**src/rtl/crossbar_config.sv**
```systemverilog
// crossbar_config: shadow/live input-select table for the trigger crossbar.
// A commit copies shadow to live once trig_out_mon is quiet, or on timeout.
// Ports:
//   wr_en/wr_addr/wr_data  shadow write; wr_err pulses on bad addr/data
//   rd_en/rd_addr/rd_shadow -> rd_valid/rd_data  table readback (1 cycle)
//   commit -> busy, commit_done, commit_forced  apply handshake
//   trig_out_mon  crossbar outputs, watched for the quiet window
//   muxsel_flat   live table, entry i at [i*SEL_BITS +: SEL_BITS]
// Build option: CROSSBAR_CONFIG_READBACK_EN enables the rd_* path;
// without it rd_valid and rd_data are tied low.
module crossbar_config #(
  parameter int NUM_PORTS      = 12,
  parameter int SEL_BITS       = 4,
  parameter int QUIET_CYCLES   = 16,
  parameter int TIMEOUT_CYCLES = 65535
) (
  input  logic                          clk,
  input  logic                          rst,
  input  logic                          wr_en,
  input  logic [3:0]                    wr_addr,
  input  logic [SEL_BITS-1:0]           wr_data,
  output logic                          wr_err,
  input  logic                          rd_en,
  input  logic [3:0]                    rd_addr,
  input  logic                          rd_shadow,
  output logic                          rd_valid,
  output logic [SEL_BITS-1:0]           rd_data,
  input  logic                          commit,
  output logic                          busy,
  output logic                          commit_done,
  output logic                          commit_forced,
  input  logic [NUM_PORTS-1:0]          trig_out_mon,
  output logic [NUM_PORTS*SEL_BITS-1:0] muxsel_flat
);

  localparam int QW = $clog2(QUIET_CYCLES + 1);
  localparam int TW = $clog2(TIMEOUT_CYCLES + 1);
  localparam logic [QW-1:0] QMAX = QW'(QUIET_CYCLES - 1);
  localparam logic [TW-1:0] TMAX = TW'(TIMEOUT_CYCLES - 1);

  typedef enum logic [1:0] {
    IDLE,
    PENDING,
    APPLY
  } state_t;

  state_t              state;
  logic [QW-1:0]       qcnt;
  logic [TW-1:0]       tcnt;
  logic [SEL_BITS-1:0] shadow [NUM_PORTS];
  logic [SEL_BITS-1:0] live   [NUM_PORTS];

  logic wr_ok;
  logic mon_quiet;
  logic quiet_hit;
  logic tmo_hit;

  assign wr_ok = wr_en
              && (32'(wr_addr) < NUM_PORTS)
              && (32'(wr_data) < NUM_PORTS);

  assign mon_quiet = (trig_out_mon == '0);
  assign quiet_hit = mon_quiet && (qcnt == QMAX);
  assign tmo_hit   = (tcnt == TMAX);

  always_ff @(posedge clk) begin
    if (rst) begin
      for (int i = 0; i < NUM_PORTS; i++)
        shadow[i] <= SEL_BITS'(i);
      wr_err <= 1'b0;
    end else begin
      if (wr_ok)
        shadow[wr_addr] <= wr_data;
      wr_err <= wr_en && !wr_ok;
    end
  end

  always_ff @(posedge clk) begin
    if (rst) begin
      state         <= IDLE;
      qcnt          <= '0;
      tcnt          <= '0;
      busy          <= 1'b0;
      commit_done   <= 1'b0;
      commit_forced <= 1'b0;
      for (int i = 0; i < NUM_PORTS; i++)
        live[i] <= SEL_BITS'(i);
    end else begin
      commit_done   <= 1'b0;
      commit_forced <= 1'b0;
      unique case (state)
        IDLE: begin
          if (commit) begin
            state <= PENDING;
            qcnt  <= '0;
            tcnt  <= '0;
            busy  <= 1'b1;
          end
        end
        PENDING: begin
          if (!mon_quiet)
            qcnt <= '0;
          else if (qcnt != QMAX)
            qcnt <= qcnt + 1'b1;
          if (tcnt != TMAX)
            tcnt <= tcnt + 1'b1;
          // Quiet apply wins when both limits land together.
          if (quiet_hit || tmo_hit) begin
            state         <= APPLY;
            commit_done   <= 1'b1;
            commit_forced <= !quiet_hit;
          end
        end
        APPLY: begin
          for (int i = 0; i < NUM_PORTS; i++)
            live[i] <= shadow[i];
          state <= IDLE;
          busy  <= 1'b0;
        end
        default: begin
          state <= IDLE;
          busy  <= 1'b0;
        end
      endcase
    end
  end

  always_comb begin
    muxsel_flat = '0;
    for (int i = 0; i < NUM_PORTS; i++)
      muxsel_flat[i*SEL_BITS +: SEL_BITS] = live[i];
  end

`ifdef CROSSBAR_CONFIG_READBACK_EN
  always_ff @(posedge clk) begin
    if (rst) begin
      rd_valid <= 1'b0;
      rd_data  <= '0;
    end else begin
      rd_valid <= rd_en;
      if (rd_en) begin
        if (32'(rd_addr) >= NUM_PORTS)
          rd_data <= '0;
        else if (rd_shadow)
          rd_data <= shadow[rd_addr];
        else
          rd_data <= live[rd_addr];
      end
    end
  end
`else
  logic rd_unused;
  assign rd_unused = ^{rd_en, rd_addr, rd_shadow};
  assign rd_valid  = 1'b0;
  assign rd_data   = '0;
`endif

endmodule

```
**config.mk**
```make
export PLATFORM = sky130hd
export DESIGN_NAME = crossbar_config
export DESIGN_NICKNAME = d
export VERILOG_FILES = /design/src/rtl/crossbar_config.sv
export SDC_FILE = /design/constraint.sdc
export NUM_CORES = 1
export LEC_CHECK = 0
export BUFFER_PORTS_ARGS = -buffer_cell sky130_fd_sc_hd__buf_4
export CAP_MARGIN = 20
export CORE_MARGIN = 2
export CORE_UTILIZATION = 60
export DETAILED_ROUTE_END_ITERATION = 8
export PLACE_DENSITY = 0.84
export SLEW_MARGIN = 5
export SYNTH_ARGS = -nofsm -noshare
export SYNTH_HDL_FRONTEND = slang
export SYNTH_SLANG_ARGS = --single-unit
```
**constraint.sdc**
```tcl
create_clock -name clk -period 4.8 [get_ports clk]
set_input_delay 0.72 -clock clk [delete_from_list [all_inputs] [get_ports clk]]
set_output_delay 0.72 -clock clk [all_outputs]
set_load 0.02 [all_outputs]
```
Word-level counts from Yosys, hierarchy flattened
Memory sizes are Yosys's and may differ from the RTL's.
Cells that the tools add are included.
Widths: inputs -> output; s select.
{"block": "op_classes", "eq_ne": 10, "mux": 36, "add_sub_neg": 2, "bitwise_logic": 14, "order_cmp": 2, "reduce_logical": 17}
{"operator": "$mux 4", "count": 14}
{"operator": "$mux 16", "count": 2}
{"operator": "$pmux 16 s2", "count": 1}
{"operator": "$add 16x1->16 const B", "count": 1}
{"operator": "$eq 16x16->1 const B", "count": 1}
{"operator": "$ne 16x16->1 const B", "count": 1}
{"operator": "$mux 5", "count": 3}
{"operator": "$logic_not 12->1", "count": 1}
{"operator": "$or 1x1->1", "count": 12}
{"operator": "$mux 1", "count": 11}
{"operator": "$pmux 5 s2", "count": 1}
{"operator": "$lt 4x4->1 const B", "count": 2}
{"operator": "$ne 2x2->1 const B", "count": 3}
{"operator": "$reduce_and 3->1", "count": 2}
{"operator": "$add 5x1->5 const B", "count": 1}
{"operator": "$eq 5x4->1 const B", "count": 1}
{"operator": "$ne 5x4->1 const B", "count": 1}
{"operator": "$logic_and 1x1->1", "count": 4}
{"operator": "$mux 2", "count": 2}
{"operator": "$pmux 2 s2", "count": 1}
{"operator": "$reduce_and 2->1", "count": 2}
{"operator": "$reduce_or 4->1", "count": 1}
{"operator": "$ne 3x3->1 const B", "count": 1}
{"operator": "$reduce_or 3->1", "count": 1}
{"operator": "other kinds (9)", "count": 11}
{"block": "totals", "mem_count": 2, "inputBits": 30, "reg_bits": 27, "mem_bits_rw": 96, "out_inout_bits": 57}
{"name": "live", "words": 12, "word_bits": 4, "read_ports": 12, "rd_clocked_by_memory_dff": 0, "write_ports": 12, "line": "51", "text": "logic [SEL_BITS-1:0] live [NUM_PORTS];"}
{"name": "shadow", "words": 12, "word_bits": 4, "read_ports": 12, "rd_clocked_by_memory_dff": 0, "write_ports": 12, "line": "50", "text": "logic [SEL_BITS-1:0] shadow [NUM_PORTS];"}

Longest topological paths before layout
Gate-level depths: netlist (run 1).
{"block": "depth", "word_depth": 8, "ltp_mapped": 8, "depth_no_buf": 8}

Worst setup path after synthesis (run 1)
OpenSTA, ideal clock, no wires.
{"block": "synth_path", "kind": "input to register", "start": "in rst", "end": "mem live[0][0], enable pin", "path_slack_ns": 2.118, "n_path_buf": 3, "t_arrival_ns": 2.098, "setup_time_ns": 0.584, "stages": 5, "t_required_ns": 4.216, "cell_sequence": "buf_6 > inv_2 > buf_6 > clkbuf_1 > nand2_1"}
{"element": "start, declared", "line": "18", "text": "input logic rst,"}
{"element": "end, declared", "line": "51"}

==> run_results.csv, run 1 <==
group,metric,value,unit
timing,timing_max_transition_violations_final,0,
timing,maxClockFrequency,395,MHz
place,port-buffer-count,75,
place,gpl.final_weighted_congestion,0.855,
route,routed_wire_length_per_instance,18.0,um
route,postRouteAntennaNets,0,
timing,final_period_minus_worst_setup_slack,2.53,ns
power,power_consumption,2.61,mW
route,route.vias.total,3686,
floorplanning,std_cell_rows,34,
timing,report.final.setup_viol,0,
cts,postCtsResizedCells,0,
final_layout,layoutNonFillerInstCount,623,
final_layout,fillCellCount,539,
place,postPlaceCellArea,5810,um2
setup_path,critical_path.startpoint_type,"input port",
route,avgViaCountPerCell,5.92,
floorplanning,ioPinCount,87,
grt,grt_pass1_vias,3665,
cts,clock_insertion_delay_worst_skew,0.52,ns
synthesis,netlist.top_cell.by_area,"sky130_fd_sc_hd__edfxtp_1",
grt,globalRouteOverflowTotal,0,
synthesis,post_synth_edffs,96,
floorplanning,coreArea,8590,um2
timing,finalHoldViolCount,0,
synthesis,post_synth.cell_area_avg,12.1,um2
synthesis,post-synth-top-area-fraction,0.548,
grt,antenna_found_initial,0,
setup_path,timing.critical_path.slowest_cell_delay,0.62,ns
floorplanning,die-width,97.6,um
power,max-vdd-ir-drop,0.326,mV
place,dp_cells,590,
cts,clock_tree_from_tritoncts,"built",
final_layout,antenna_cells,0,
setup_path,cp_cell_sequence,"buf_4, inv_2, nand3_2, or3b_1, o21ai_0",
timing,worst_slew_margin_rel,0.459,
timing,tightest_slew,0.811,ns
setup_path,crit_arrival,2.69,ns
synthesis,synth_top_flop_cell,"sky130_fd_sc_hd__edfxtp_1",
status,outcome,"finished clean",
power,power.density_cell_area,407,nW/um2
synthesis,yosys-top-cells-area,"sky130_fd_sc_hd__edfxtp_1 55%, sky130_fd_sc_hd__dfxtp_1 10%, sky130_fd_sc_hd__and2_1 4.8%, sky130_fd_sc_hd__or3_1 3.8%, sky130_fd_sc_hd__nand2_1 2.2%",
cts,cts_setup_buffers,0,
cts,clk_pin_slew_worst_paths,0.06,ns
floorplanning,die_area,9530,um2
floorplanning,die_y,97.6,um
flow_run,timing.max_cap.violations,0,
final_layout,mostFrequentLayoutCell,"sky130_fd_sc_hd__edfxtp_1",
cts,clk_root_buffer_cell,"sky130_fd_sc_hd__clkbuf_8",
setup_path,timing.critical_path.required,4.96,ns
place,post-dp-hpwl,6.84,mm
grt,track_usage,0.249,
grt,grt_max_degree,49,
route,routed_wirelength,11.2,mm
timing,timing.final.crit_share,0.528,
cts,ctsLongestPathBuffers,2,
timing,rsz0062_at_grt,"false",
route,drt-pass1-iter-count,5,
setup_path,timing.critical_path.slowest_stage_cell,"sky130_fd_sc_hd__or3b_1",
setup_path,path_delay_family,"simple AND/OR/NAND/NOR gates",
cts,ctsHtreeMaxLevel,4,
cts,cts_made_buffers,17,
final_layout,postLayoutCellArea,6420,um2
floorplanning,start_util,0.612,
setup_path,worst-path-buf-inv,2,
final_layout,drive_gt1_frac,0.258,
final_layout,layout_common_cells,"96 x sky130_fd_sc_hd__edfxtp_1, 75 x sky130_fd_sc_hd__buf_4, 40 x sky130_fd_sc_hd__and2_1",
synthesis,ys_async_sr_fraction,0,
route,drtIter0Drc,324,
synthesis,synth_area,5260,um2
cts,post_cts_hold_buffer_count,0,
worst_hold_path,timing.hold.worst.class,"input port to register",
setup_path,worst-setup-path-type,"input port to register",
final_layout,layout-area-overhead-vs-synth,22.0,%
final_layout,layout.nets,536,
synthesis,synth_warnings,0,
synthesis,syn-instance-count,434,
grt,grt_first_pass_wirelength,18.4,mm
timing,timing.setup.tns,0,ns
route,drc_errors_left,0,
synthesis,synth_seq_area_share,0.651,
cts,clock-sinks,123,
setup_path,crit_path_end_kind,"register",
power,static_leakage,2.28,nW
setup_path,critical_path.max_fanout,36,
synthesis,synth_seq_cells,123,
timing,clock_skew,0.00698,ns
synthesis,synth_cell_type_count,48,
[worst paths after layout]
| check | from | to | slack [ns] | cells past startpoint |
|---|---|---|---|---|
| worst min-delay path | wr_en | wr_err$_SDFF_PP0_ | 0.45 | 3 |
| worst min register to register | qcnt[3]$_SDFFE_PP0P_ | qcnt[3]$_SDFFE_PP0P_ | 0.47 | 1 |
| worst max register to register | state[1]$_SDFFE_PP0P_ | live[0][8]$_SDFFCE_PN0P_ | 2.72 | 3 |
| worst max-delay path | rst | shadow[6][1]$_SDFFCE_PN1P_ | 2.27 | 5 |
[sequential cells by signal (all words and copies together), names as in the netlist]
register	count
shadow	48
wr_err	1
state	2
busy	1
live	48
commit_forced	1
qcnt	5
commit_done	1
tcnt	16
[worst register-to-register path, delay by kind of cell (launching register included)]
kind,cells,cell delay [ns]
DFF,1,0.50
and+or+nand+nor,3,1.44
[cell usage after synthesis, types with 2 or more instances]
cell                       count
sky130_fd_sc_hd__and4_1        2
sky130_fd_sc_hd__or2_2         9
sky130_fd_sc_hd__nor3b_1       2
sky130_fd_sc_hd__nor4_1        9
sky130_fd_sc_hd__buf_6         2
sky130_fd_sc_hd__or3_1        32
sky130_fd_sc_hd__clkbuf_1     19
sky130_fd_sc_hd__buf_2         4
sky130_fd_sc_hd__buf_4         6
sky130_fd_sc_hd__o21ai_1       3
sky130_fd_sc_hd__and2_1       40
sky130_fd_sc_hd__nand3_1      10
sky130_fd_sc_hd__nand2_1      31
sky130_fd_sc_hd__nor2b_1       3
sky130_fd_sc_hd__inv_1         8
sky130_fd_sc_hd__ha_1          4
sky130_fd_sc_hd__xnor2_1       4
sky130_fd_sc_hd__nor3_1       10
sky130_fd_sc_hd__edfxtp_1     96
sky130_fd_sc_hd__o21ai_0      11
sky130_fd_sc_hd__nor2_1       29
sky130_fd_sc_hd__nand4_1      12
sky130_fd_sc_hd__mux2i_1       2
sky130_fd_sc_hd__a21oi_1      14
sky130_fd_sc_hd__dfxtp_1      27
sky130_fd_sc_hd__a32oi_1       2
sky130_fd_sc_hd__or3b_1        3
sky130_fd_sc_hd__and3_1        5
sky130_fd_sc_hd__a31oi_1       5
sky130_fd_sc_hd__nand2b_1      6
sky130_fd_sc_hd__nor3_2        2
sky130_fd_sc_hd__o21ai_2       3
sky130_fd_sc_hd__nand3_2       3
sky130_fd_sc_hd__o31ai_1       2
[where the power goes]
group | internal [mW] | total [mW] | leakage (nW) | switching [mW]
clock | 0.749 | 1.24 | 0.273 | 0.489
combinational | 0.0584 | 0.164 | 0.880 | 0.106
sequential | 1.19 | 1.21 | 1.12 | 0.0169
total | 2.00 | 2.61 | 2.28 | 0.612
[cell families after synthesis]
family / after synthesis / share of synthesized area
multiplexers: 2 / 0.00381
buffers and inverters: 40 / 0.0366
AND/OR/NAND/NOR: 214 / 0.233
flip-flops: 123 / 0.651
XOR/XNOR: 4 / 0.00666
AO/OA/AOI/OAI: 46 / 0.0588
adder cells (fa/ha/maj): 4 / 0.00952
other: 1 / 0.000713
[stage by stage]
| step | hold slack (ns) | worst slack, ns | utilization |
|---|---|---|---|
| 2_1_floorplan | 0.432 | 2.12 | - |
| 4_1_cts | 0.443 | 2.32 | 0.744 |
| 3_5_place_dp | 0.461 | 1.81 | 0.677 |
| 5_1_grt | 0.453 | 2.11 | 0.747 |
| 3_3_place_gp | 0.449 | 1.85 | 0.677 |
| 6_report | 0.453 | 2.27 | 0.747 |
[area by class of cell]
type                            instances  area (um2)  area share
Inverter                                9        33.8     0.00527
Timing Repair Buffer                   76         583      0.0909
Clock inverter                         14         161      0.0252
Multi-Input combinational cell        275        1660       0.259
Clock buffer                           18         418      0.0651
Sequential cell                       123        3420       0.534
Tap cell                              108         135      0.0211
[metal layers]
metal  GRT usage  routed length (um)  vias to the layer above
met5           0                   0                        -
met4       0.118                 269                        0
met3      0.0626                 774                       28
met2       0.429                6110                      174
met1       0.293                4040                     1780
li1            -                   -                     1704
Power figures use the tool's default switching activity.
==> run 2: changes to the inputs <==
ABC_AREA = 1   (was default)
CORE_UTILIZATION = 56   (was 60)
PLACE_DENSITY = 0.79   (was 0.84)
clock period = 2.4 ns   (was 4.8 ns; I/O delays follow)
==> run_results.csv, run 2 <==
group,metric,value,unit
cts,clock_insertion_delay_worst_skew,0.52,ns
setup_path,timing.critical_path.slowest_stage_cell,"sky130_fd_sc_hd__dfxtp_1",
final_layout,mostFrequentLayoutCell,"sky130_fd_sc_hd__nor2_1",
place,post-dp-hpwl,7.26,mm
power,max-vdd-ir-drop,0.553,mV
timing,final_period_minus_worst_setup_slack,1.75,ns
synthesis,netlist.top_cell.by_area,"sky130_fd_sc_hd__edfxtp_1",
worst_hold_path,timing.hold.worst.class,"input port to register",
final_layout,drive_gt1_frac,0.217,
route,drtIter0Drc,329,
timing,tightest_slew,0.727,ns
route,routed_wire_length_per_instance,14.0,um
setup_path,critical_path.max_fanout,9,
power,power_consumption,5.30,mW
setup_path,r2r.worst_path.cells,8,
synthesis,most_frequent_cell_after_synthesis,"sky130_fd_sc_hd__nor2_1",
floorplanning,ioPinCount,87,
cts,clock-sinks,123,
synthesis,synth_seq_area_share,0.644,
setup_path,timing.critical_path.required,2.80,ns
cts,ctsLongestPathBuffers,2,
final_layout,layout_common_cells,"119 x sky130_fd_sc_hd__nor2_1, 108 x sky130_fd_sc_hd__nand2_1, 96 x sky130_fd_sc_hd__edfxtp_1",
worst_hold_path,worst_hold_path.num_cells,2,
setup_path,worst-setup-path-type,"register to register",
cts,cts_made_buffers,17,
setup_path,timing.rr.start,"tcnt[1]$_SDFFE_PP0P_",
route,routed-wl-met2,5.76,mm
synthesis,synth_warnings,0,
timing,finalHoldViolCount,0,
setup_path,cp_common_cell,"sky130_fd_sc_hd__nor2_1",
power,static_leakage,2.69,nW
setup_path,worst-path-buf-inv,1,
floorplanning,coreArea,9240,um2
setup_path,timing.critical_path.slowest_cell_delay,0.42,ns
grt,grt_first_pass_wirelength,17.0,mm
final_layout,layout-area-overhead-vs-synth,24.6,%
synthesis,netlist_top_cells_count,"119 x sky130_fd_sc_hd__nor2_1, 108 x sky130_fd_sc_hd__nand2_1, 96 x sky130_fd_sc_hd__edfxtp_1",
floorplanning,die_y,101,um
route,route.vias.total,3896,
setup_path,cp_cell_sequence,"ha_1, inv_1, nor2_1, nand2_2, o21ai_4, nand2_1, nor2_1, a21oi_1",
route,wl_met1,4.44,mm
synthesis,syn-instance-count,553,
cts,clock_tree_from_tritoncts,"built",
status,outcome,"finished clean",
synthesis,synth_area,5310,um2
final_layout,antenna_cells,0,
synthesis,ys_async_sr_fraction,0,
cts,cts_setup_buffers,0,
timing,timing.setup.tns,0,ns
timing,timing_max_transition_violations_final,0,
synthesis,yosys-top-cells-area,"sky130_fd_sc_hd__edfxtp_1 54%, sky130_fd_sc_hd__dfxtp_1 10%, sky130_fd_sc_hd__nor2_1 8.4%, sky130_fd_sc_hd__nand2_1 7.6%, sky130_fd_sc_hd__inv_1 5.5%",
setup_path,critical_path.startpoint_type,"register",
floorplanning,start_util,0.575,
cts,postCtsResizedCells,0,
floorplanning,die_area,10300,um2
route,routed_wirelength,10.9,mm
place,port-buffer-count,75,
timing,clock_skew,0.00786,ns
route,drc_errors_left,0,
grt,track_usage,0.224,
final_layout,fillCellCount,640,
synthesis,synth_top_flop_cell,"sky130_fd_sc_hd__edfxtp_1",
synthesis,post-synth-top-area-fraction,0.543,
setup_path,crit_arrival,2.15,ns
grt,grt_max_degree,29,
power,power.density_cell_area,801,nW/um2
route,wl_met3,588,um
cts,clk_pin_slew_worst_paths,0.06,ns
setup_path,path_delay_family,"simple AND/OR/NAND/NOR gates",
setup_path,crit_path_end_kind,"register",
final_layout,layout_top_registers,"live (48), shadow (48), tcnt (16)",
timing,timing.final.crit_share,0.731,
cts,clk_root_buffer_cell,"sky130_fd_sc_hd__clkbuf_8",
synthesis,synth_cell_type_count,30,
timing,report.final.setup_viol,0,
grt,globalRouteOverflowTotal,0,
final_layout,layout.nets,671,
route,top_signal_layer_used,"met4",
setup_path,reg2reg_setup_slack,0.65,ns
place,gpl.final_weighted_congestion,0.871,
floorplanning,die-width,101,um
route,postRouteAntennaNets,0,
timing,worst_slew_margin_rel,0.514,
route,avgViaCountPerCell,5.00,
worst_hold_path,hold-path-endpoint,"tcnt[7]$_SDFFE_PP0P_",
route,drt-pass1-iter-count,5,
cts,post_cts_hold_buffer_count,0,
synthesis,post_synth_edffs,96,
floorplanning,std_cell_rows,35,
synthesis,post_synth.cell_area_avg,9.61,um2
setup_path,regToRegEndpoint,"tcnt[0]$_SDFFE_PP0P_",
flow_run,timing.max_cap.violations,0,
worst_hold_path,min-delay-start,"rst",
timing,maxClockFrequency,570,MHz
cts,ctsHtreeMaxLevel,4,
timing,rsz0062_at_grt,"false",
grt,antenna_found_initial,0,
synthesis,synth_seq_cells,123,
grt,grt_pass1_vias,3603,
## run 2: changes by cell type in the layout (fill, tap and decap cells not counted), sizes merged, moves of 6 or more
cell	previous run	this run
o21ai	18	7
nor3	12	3
or3	32	0
inv	14	83
nand2b	6	0
nor4	9	0
nand3	13	40
nand2	31	113
nand4	12	2
nor2	29	120
and2	41	1
or2	9	20
## run 2: how the worst max path moves through the flow
stage	start	endpoint	depth (start not counted)
after CTS	tcnt[1]$_SDFFE_PP0P_	tcnt[0]$_SDFFE_PP0P_	8
after global placement	wr_data[3]	shadow[3][2]$_SDFFCE_PN0P_	8
after detailed placement	wr_data[2]	shadow[3][1]$_SDFFCE_PN1P_	8
after floorplan	state[1]$_SDFFE_PP0P_	live[0][0]$_SDFFCE_PN0P_	2
final	tcnt[1]$_SDFFE_PP0P_	tcnt[0]$_SDFFE_PP0P_	8
after global routing	state[0]$_SDFFE_PP0P_	tcnt[0]$_SDFFE_PP0P_	5
## run 2: metrics by stage
| stage | std cells | utilization | hold WS (ns) | worst slack (ns) | cell area, um2 |
|---|---|---|---|---|---|
| 2_1_floorplan | 557 | - | 0.443 | 0.303 | 5330 |
| 3_3_place_gp | 747 | 0.651 | 0.458 | 0.551 | 6020 |
| 3_5_place_dp | 747 | 0.651 | 0.465 | 0.446 | 6020 |
| 4_1_cts | 779 | 0.716 | 0.139 | 0.699 | 6620 |
| 5_1_grt | 779 | 0.716 | 0.138 | 0.511 | 6620 |
| 6_report | 779 | 0.716 | 0.160 | 0.646 | 6620 |
## run 2: logic make-up (layout without fill, tap and decap cells)
logic type               count (synthesis)  in the layout  synth area share
AND/OR/NAND/NOR                        301            301             0.241
flip-flops                             123            123             0.644
buffers and inverters                   98            191            0.0735
AO/OA/AOI/OAI                           22             22            0.0243
adder cells (fa/ha/maj)                  4              4           0.00942
XOR/XNOR                                 4              4           0.00659
other                                    1              5          0.000706
## run 2: layout make-up
type	count	area, um2	share of cell area
Clock buffer	18	418	0.0631
Sequential cell	123	3420	0.517
Inverter	80	302	0.0455
Clock inverter	14	185	0.0280
Tap cell	129	161	0.0244
Timing Repair Buffer	79	606	0.0915
Multi-Input combinational cell	336	1530	0.230
## run 2: worst register-to-register path, cell delays in order (launching register included)
cell and delay [ns]:
sky130_fd_sc_hd__dfxtp_1 0.42, sky130_fd_sc_hd__ha_1 0.18, sky130_fd_sc_hd__inv_1 0.04, sky130_fd_sc_hd__nor2_1 0.13
sky130_fd_sc_hd__nand2_2 0.10, sky130_fd_sc_hd__o21ai_4 0.33, sky130_fd_sc_hd__nand2_1 0.23, sky130_fd_sc_hd__nor2_1 0.16
sky130_fd_sc_hd__a21oi_1 0.05
## run 2: where the power goes
part	total [mW]	internal, mW	switching [mW]
logic	0.323	0.107	0.216
clock network	2.57	1.60	0.964
registers	2.41	2.38	0.0376
total	5.30	4.09	1.22
## run 2: routing by layer
| metal | up-vias | track usage |
|---|---|---|
| li1 | 1928 | - |
| met1 | 1818 | 0.272 |
| met2 | 138 | 0.373 |
| met3 | 12 | 0.0628 |
| met4 | 0 | 0.105 |
| met5 | - | 0 |
